**config.mk**
```make
export PLATFORM = sky130hd
export DESIGN_NAME = elastic_pipe
export DESIGN_NICKNAME = d
export VERILOG_FILES = /design/src/rtl/elastic_pipe_stage.sv /design/src/rtl/elastic_pipe.sv
export SDC_FILE = /design/constraint.sdc
export NUM_CORES = 1
export LEC_CHECK = 0
export ABC_AREA = 1
export CORE_ASPECT_RATIO = 1.4
export CORE_MARGIN = 5
export CORE_UTILIZATION = 40
export DETAILED_ROUTE_END_ITERATION = 6
export GPL_TIMING_DRIVEN = 0
export PLACE_DENSITY = 0.76
export SYNTH_ARGS = -nofsm -noshare
export SYNTH_HDL_FRONTEND = slang
export SYNTH_HIERARCHICAL = 1
export SYNTH_SLANG_ARGS = --single-unit
```
**constraint.sdc**
```tcl
create_clock -name clk -period 2.2 [get_ports clk]
set_clock_uncertainty 0.15 [all_clocks]
set_input_delay 0.44 -clock clk [delete_from_list [all_inputs] [get_ports clk]]
set_output_delay 0.44 -clock clk [all_outputs]
set_load 0.01 [all_outputs]
```
**src/rtl/elastic_pipe_stage.sv**
```systemverilog
// rtl/elastic_pipe_stage.sv - one slot of the elastic pipeline: valid bit plus data register
module elastic_pipe_stage #(
    parameter int WIDTH = 8
) (
    input  logic             clk,
    input  logic             reset,
    input  logic             flush,
    input  logic             adv,
    input  logic             in_v,
    input  logic [WIDTH-1:0] in_d,
    output logic             valid,
    output logic [WIDTH-1:0] data
);

    // Data only loads with a real item so bubbles never toggle the register.
    always_ff @(posedge clk) begin
        if (reset) begin
            valid <= 1'b0;
            data  <= '0;
        end else if (flush) begin
            valid <= 1'b0;
        end else if (adv) begin
            valid <= in_v;
            if (in_v) begin
                data <= in_d;
            end
        end
    end

endmodule

```
**src/rtl/elastic_pipe.sv**
```systemverilog
// rtl/elastic_pipe.sv - DEPTH-deep valid/ready register pipeline with flush and optional bubble collapsing
module elastic_pipe #(
    parameter int WIDTH    = 8,
    parameter int DEPTH    = 2,
    parameter int COLLAPSE = 1
) (
    input  logic                       clk,
    input  logic                       reset,
    input  logic                       flush,
    input  logic                       in_valid,
    output logic                       in_ready,
    input  logic [WIDTH-1:0]           in_data,
    output logic                       out_valid,
    input  logic                       out_ready,
    output logic [WIDTH-1:0]           out_data,
    output logic [$clog2(DEPTH+1)-1:0] occupancy
);

    localparam int OCC_W = $clog2(DEPTH + 1);
    localparam logic [OCC_W-1:0] OCC_ONE = OCC_W'(1);

    if (DEPTH < 1 || WIDTH < 1) begin : g_param_check
        $error("elastic_pipe: DEPTH and WIDTH must both be at least 1");
    end

    logic [DEPTH:0]   adv;
    logic [DEPTH-1:0] valid;
    logic [WIDTH-1:0] data [DEPTH];
    logic [DEPTH-1:0] stage_in_v;
    logic [WIDTH-1:0] stage_in_d [DEPTH];
    logic             in_fire;
    logic             out_fire;

    // Ready ripples from the output back to the input; in lockstep every stage shares one enable.
    always_comb begin
        adv        = '0;
        adv[DEPTH] = out_ready;
        for (int i = DEPTH - 1; i >= 0; i--) begin
            if (COLLAPSE != 0) begin
                adv[i] = ~valid[i] | adv[i+1];
            end else begin
                adv[i] = adv[DEPTH] | ~valid[DEPTH-1];
            end
        end
    end

    assign in_ready  = adv[0] & ~flush;
    assign in_fire   = in_valid & in_ready;
    assign out_valid = valid[DEPTH-1] & ~flush;
    assign out_data  = data[DEPTH-1];
    assign out_fire  = out_valid & out_ready;

    always_comb begin
        stage_in_v[0] = in_fire;
        stage_in_d[0] = in_data;
        for (int i = 1; i < DEPTH; i++) begin
            stage_in_v[i] = valid[i-1];
            stage_in_d[i] = data[i-1];
        end
    end

    for (genvar g = 0; g < DEPTH; g++) begin : g_stage
        elastic_pipe_stage #(
            .WIDTH(WIDTH)
        ) u_stage (
            .clk  (clk),
            .reset(reset),
            .flush(flush),
            .adv  (adv[g]),
            .in_v (stage_in_v[g]),
            .in_d (stage_in_d[g]),
            .valid(valid[g]),
            .data (data[g])
        );
    end

    always_ff @(posedge clk) begin
        if (reset || flush) begin
            occupancy <= '0;
        end else if (in_fire && !out_fire) begin
            occupancy <= occupancy + OCC_ONE;
        end else if (!in_fire && out_fire) begin
            occupancy <= occupancy - OCC_ONE;
        end
    end

endmodule

```
==> flow_summary.ini <==
[outcome]
outcome = finished, final reports clean

[timing]
whs_ns = 0.3459
period_share = 0.9481
finalSetupViolations = 0
slew_viol_final = 0
rsz0062_at_grt = false
fin_ws_ns = 0.1142
hold_viol = 0
worst_slew_pin_slew_ns = 0.3147
fmax_mhz = 479.4
period_needed_ns = 2.086
relSlewSlack = 0.7894

[layout]
drive_gt1_frac = 0.08671
layout-area-overhead-vs-synth_pct = 34.22
multiInputGateArea_um2 = 405.4
n_fill_cell = 200
num-nets-final = 188
utilization = 0.5685
register_area_um2 = 400.4
antennaDiodeCount = 0

[synthesis]
ys_seq_elements = 20
yosysTopAreaCellShare = 0.4244
synth_area_um2 = 943.4
synth_area_leader_cell = dfxtp_1
synth_cell_types = 14
avgSynthCellArea_um2 = 6.506
ys_warn_count = 6
syn_nets = 159
synth_cells = 145
synth_area_leaders = dfxtp_1, nand2_1, nor2_1
seq_area_frac_synth = 0.4244

[power]
leakage_nw = 0.6595
power.density_nw_per_um2 = 609.7
peakVddDrop_mv = 0.3370

[worst_setup_path]
max_stage_delay_ns = 0.42
worstSetupStartpointType = primary input
rr_startpoint = g_stage[0].u_stage/valid
crit_end = in_ready
cp-startpoint = out_ready
critPathBufInv = 4
crit_top_cell = inv_1
worst-path-stages = 6
crit_fanout = 4
worstPathCellList = clkdlybuf4s50_1, inv_1, nand3_2, nand2_1, inv_1, dlygate4sd2_1
slowest_stage = clkdlybuf4s50_1
r2r_slack_ns = 0.47
worstSetupPathType = primary input to output pin
end_kind = output pin
critPathTopFamily = buffers and inverters
critPathArrivalTime_ns = 1.50
required_ns = 1.61
ff2ff_path_depth = 9
r2r_end = occupancy[1]

[clock_network]
clockBufferDepth = 2
cts_tree = yes
clk_latency_ns = 0.30
cts.sinks = 20
cts_buffers = 3
cts-htree-levels = 1
clk_pin_slew_ns = 0.12
postCtsSetupRepairBufs = 0
cts-root-buf = clkbuf_4

[routing]
routedWlPerCell_um = 9.467
route.detailed.drc = 0
via_count = 855
routed_via_density = 4.385
routed_wl_um = 1846
ant_nets = 0
firstDrtPassIters = 4
dr.first_iter.drc_count = 29

[global_routing]
first_global_vias = 756
antenna_found_initial = 0
grt_start_max_net_pins = 13
grt_pass1_wl_um = 2960
grt_usage = 0.1134
grt-ovfl-total = 0

[min_path]
hp-class = flop to flop
min_path_cells = 2

[floorplanning]
dieWidth_um = 51.05
io_pins = 25
die-area_um2 = 3444
coreArea_um2 = 2227
fp-row-count = 20
die_h_um = 67.46
initial_core_util = 0.4236

[place]
pre_cts_ws_ns = -0.2031
port_buffers = 24
hpwl_um = 1415
gp_congestion = 0.7686

[job]
cap_viol_max_count = 0
==> worst min path at each step <==
stage                                     startpoint                    endpoint
after global placement    g_stage[0].u_stage/data[0]  g_stage[1].u_stage/data[0]
after global routing      g_stage[0].u_stage/data[5]  g_stage[1].u_stage/data[5]
final                     g_stage[0].u_stage/data[2]  g_stage[1].u_stage/data[2]
after detailed placement  g_stage[0].u_stage/data[4]  g_stage[1].u_stage/data[4]
after floorplan           g_stage[0].u_stage/data[0]  g_stage[1].u_stage/data[0]
after CTS                 g_stage[0].u_stage/data[5]  g_stage[1].u_stage/data[5]
==> stage by stage <==
step	area [um^2]	instances	total power, mW	TNS, ns
global route	1266	195	0.8107	0
global placement	1211	191	0.4783	-0.9633
CTS	1266	195	0.7838	0
finish	1266	195	0.7720	0
floorplan	943.4	145	0.4377	0
detailed placement	1211	191	0.4814	-1.002
==> cells in the final DEF, fill, tap and decap left out <==
cell type	n
clkbuf_4	3
bufinv_16	1
inv_1	29
dfxtp_1	20
nand2_1	40
buf_6	2
nand2_2	5
nand3_1	1
nand3_4	2
a21oi_1	3
inv_2	1
o21ai_0	1
clkdlybuf4s50_1	22
nand3_2	1
nor2_1	36
nand4_1	1
clkinv_1	2
dlygate4sd2_1	2
ha_1	1
==> final cells by class <==
class / instances / share of cell area
buffer: 2 / 0.01779
sequential: 20 / 0.3162
clock inverter: 1 / 0.02372
timing repair buffer: 24 / 0.1877
tap: 22 / 0.02174
inverter: 32 / 0.09486
multi-input combinational: 91 / 0.3202
clock buffer: 3 / 0.01779
==> what timing repair did <==
item	4_1_cts	5_1_grt
endpoints found under the setup margin	2	0
hold buffers	0	0
endpoints found under the hold margin	0	0
gates resized for setup	3	0
==> cells by family (layout without fill, tap and decap cells) <==
family | Yosys count | count (layout) | share of synthesized area
and+or+nand+nor | 86 | 86 | 0.3899
DFF | 20 | 20 | 0.4244
buffers and inverters | 34 | 62 | 0.1512
adders and majority gates | 1 | 1 | 0.01326
AOI/OAI and AO/OA | 4 | 4 | 0.02121
==> worst register-to-register path, cell delays in order, from the launching register on <==
cell,delay (ns)
dfxtp_1,0.38
nand3_2,0.15
nand2_1,0.08
nor2_1,0.26
ha_1,0.29
inv_1,0.10
nand3_1,0.09
nand2_1,0.06
inv_1,0.04
nor2_1,0.08
==> metal layers <==
metal | global-route usage | part of all wire | up-vias
li1 | - | - | 471
met5 | 0 | 0 | -
met3 | 0.01987 | 0.049 | 2
met1 | 0.1176 | 0.42 | 361
met4 | 0.06061 | 0.0065 | 0
met2 | 0.2129 | 0.53 | 21
==> Yosys cell counts <==
| library cell | instances |
|---|---|
| a21oi_1 | 3 |
| buf_6 | 2 |
| clkinv_1 | 2 |
| dfxtp_1 | 20 |
| ha_1 | 1 |
| inv_1 | 29 |
| inv_2 | 1 |
| nand2_1 | 40 |
| nand2_2 | 5 |
| nand3_1 | 2 |
| nand3_4 | 2 |
| nand4_1 | 1 |
| nor2_1 | 36 |
| o21ai_0 | 1 |
==> sequential cells by signal, indices dropped and copies added, names as in the netlist <==
name	count
g_stage.u_stage/data	16
g_stage.u_stage/valid	2
occupancy	2
==> where the power goes <==
part           switching, mW  internal (mW)  leakage [nW]
logic                 0.0444         0.0458         0.469
registers            0.00748          0.375         0.163
clock network          0.115          0.184        0.0279
(Power assumes the default switching activity.)
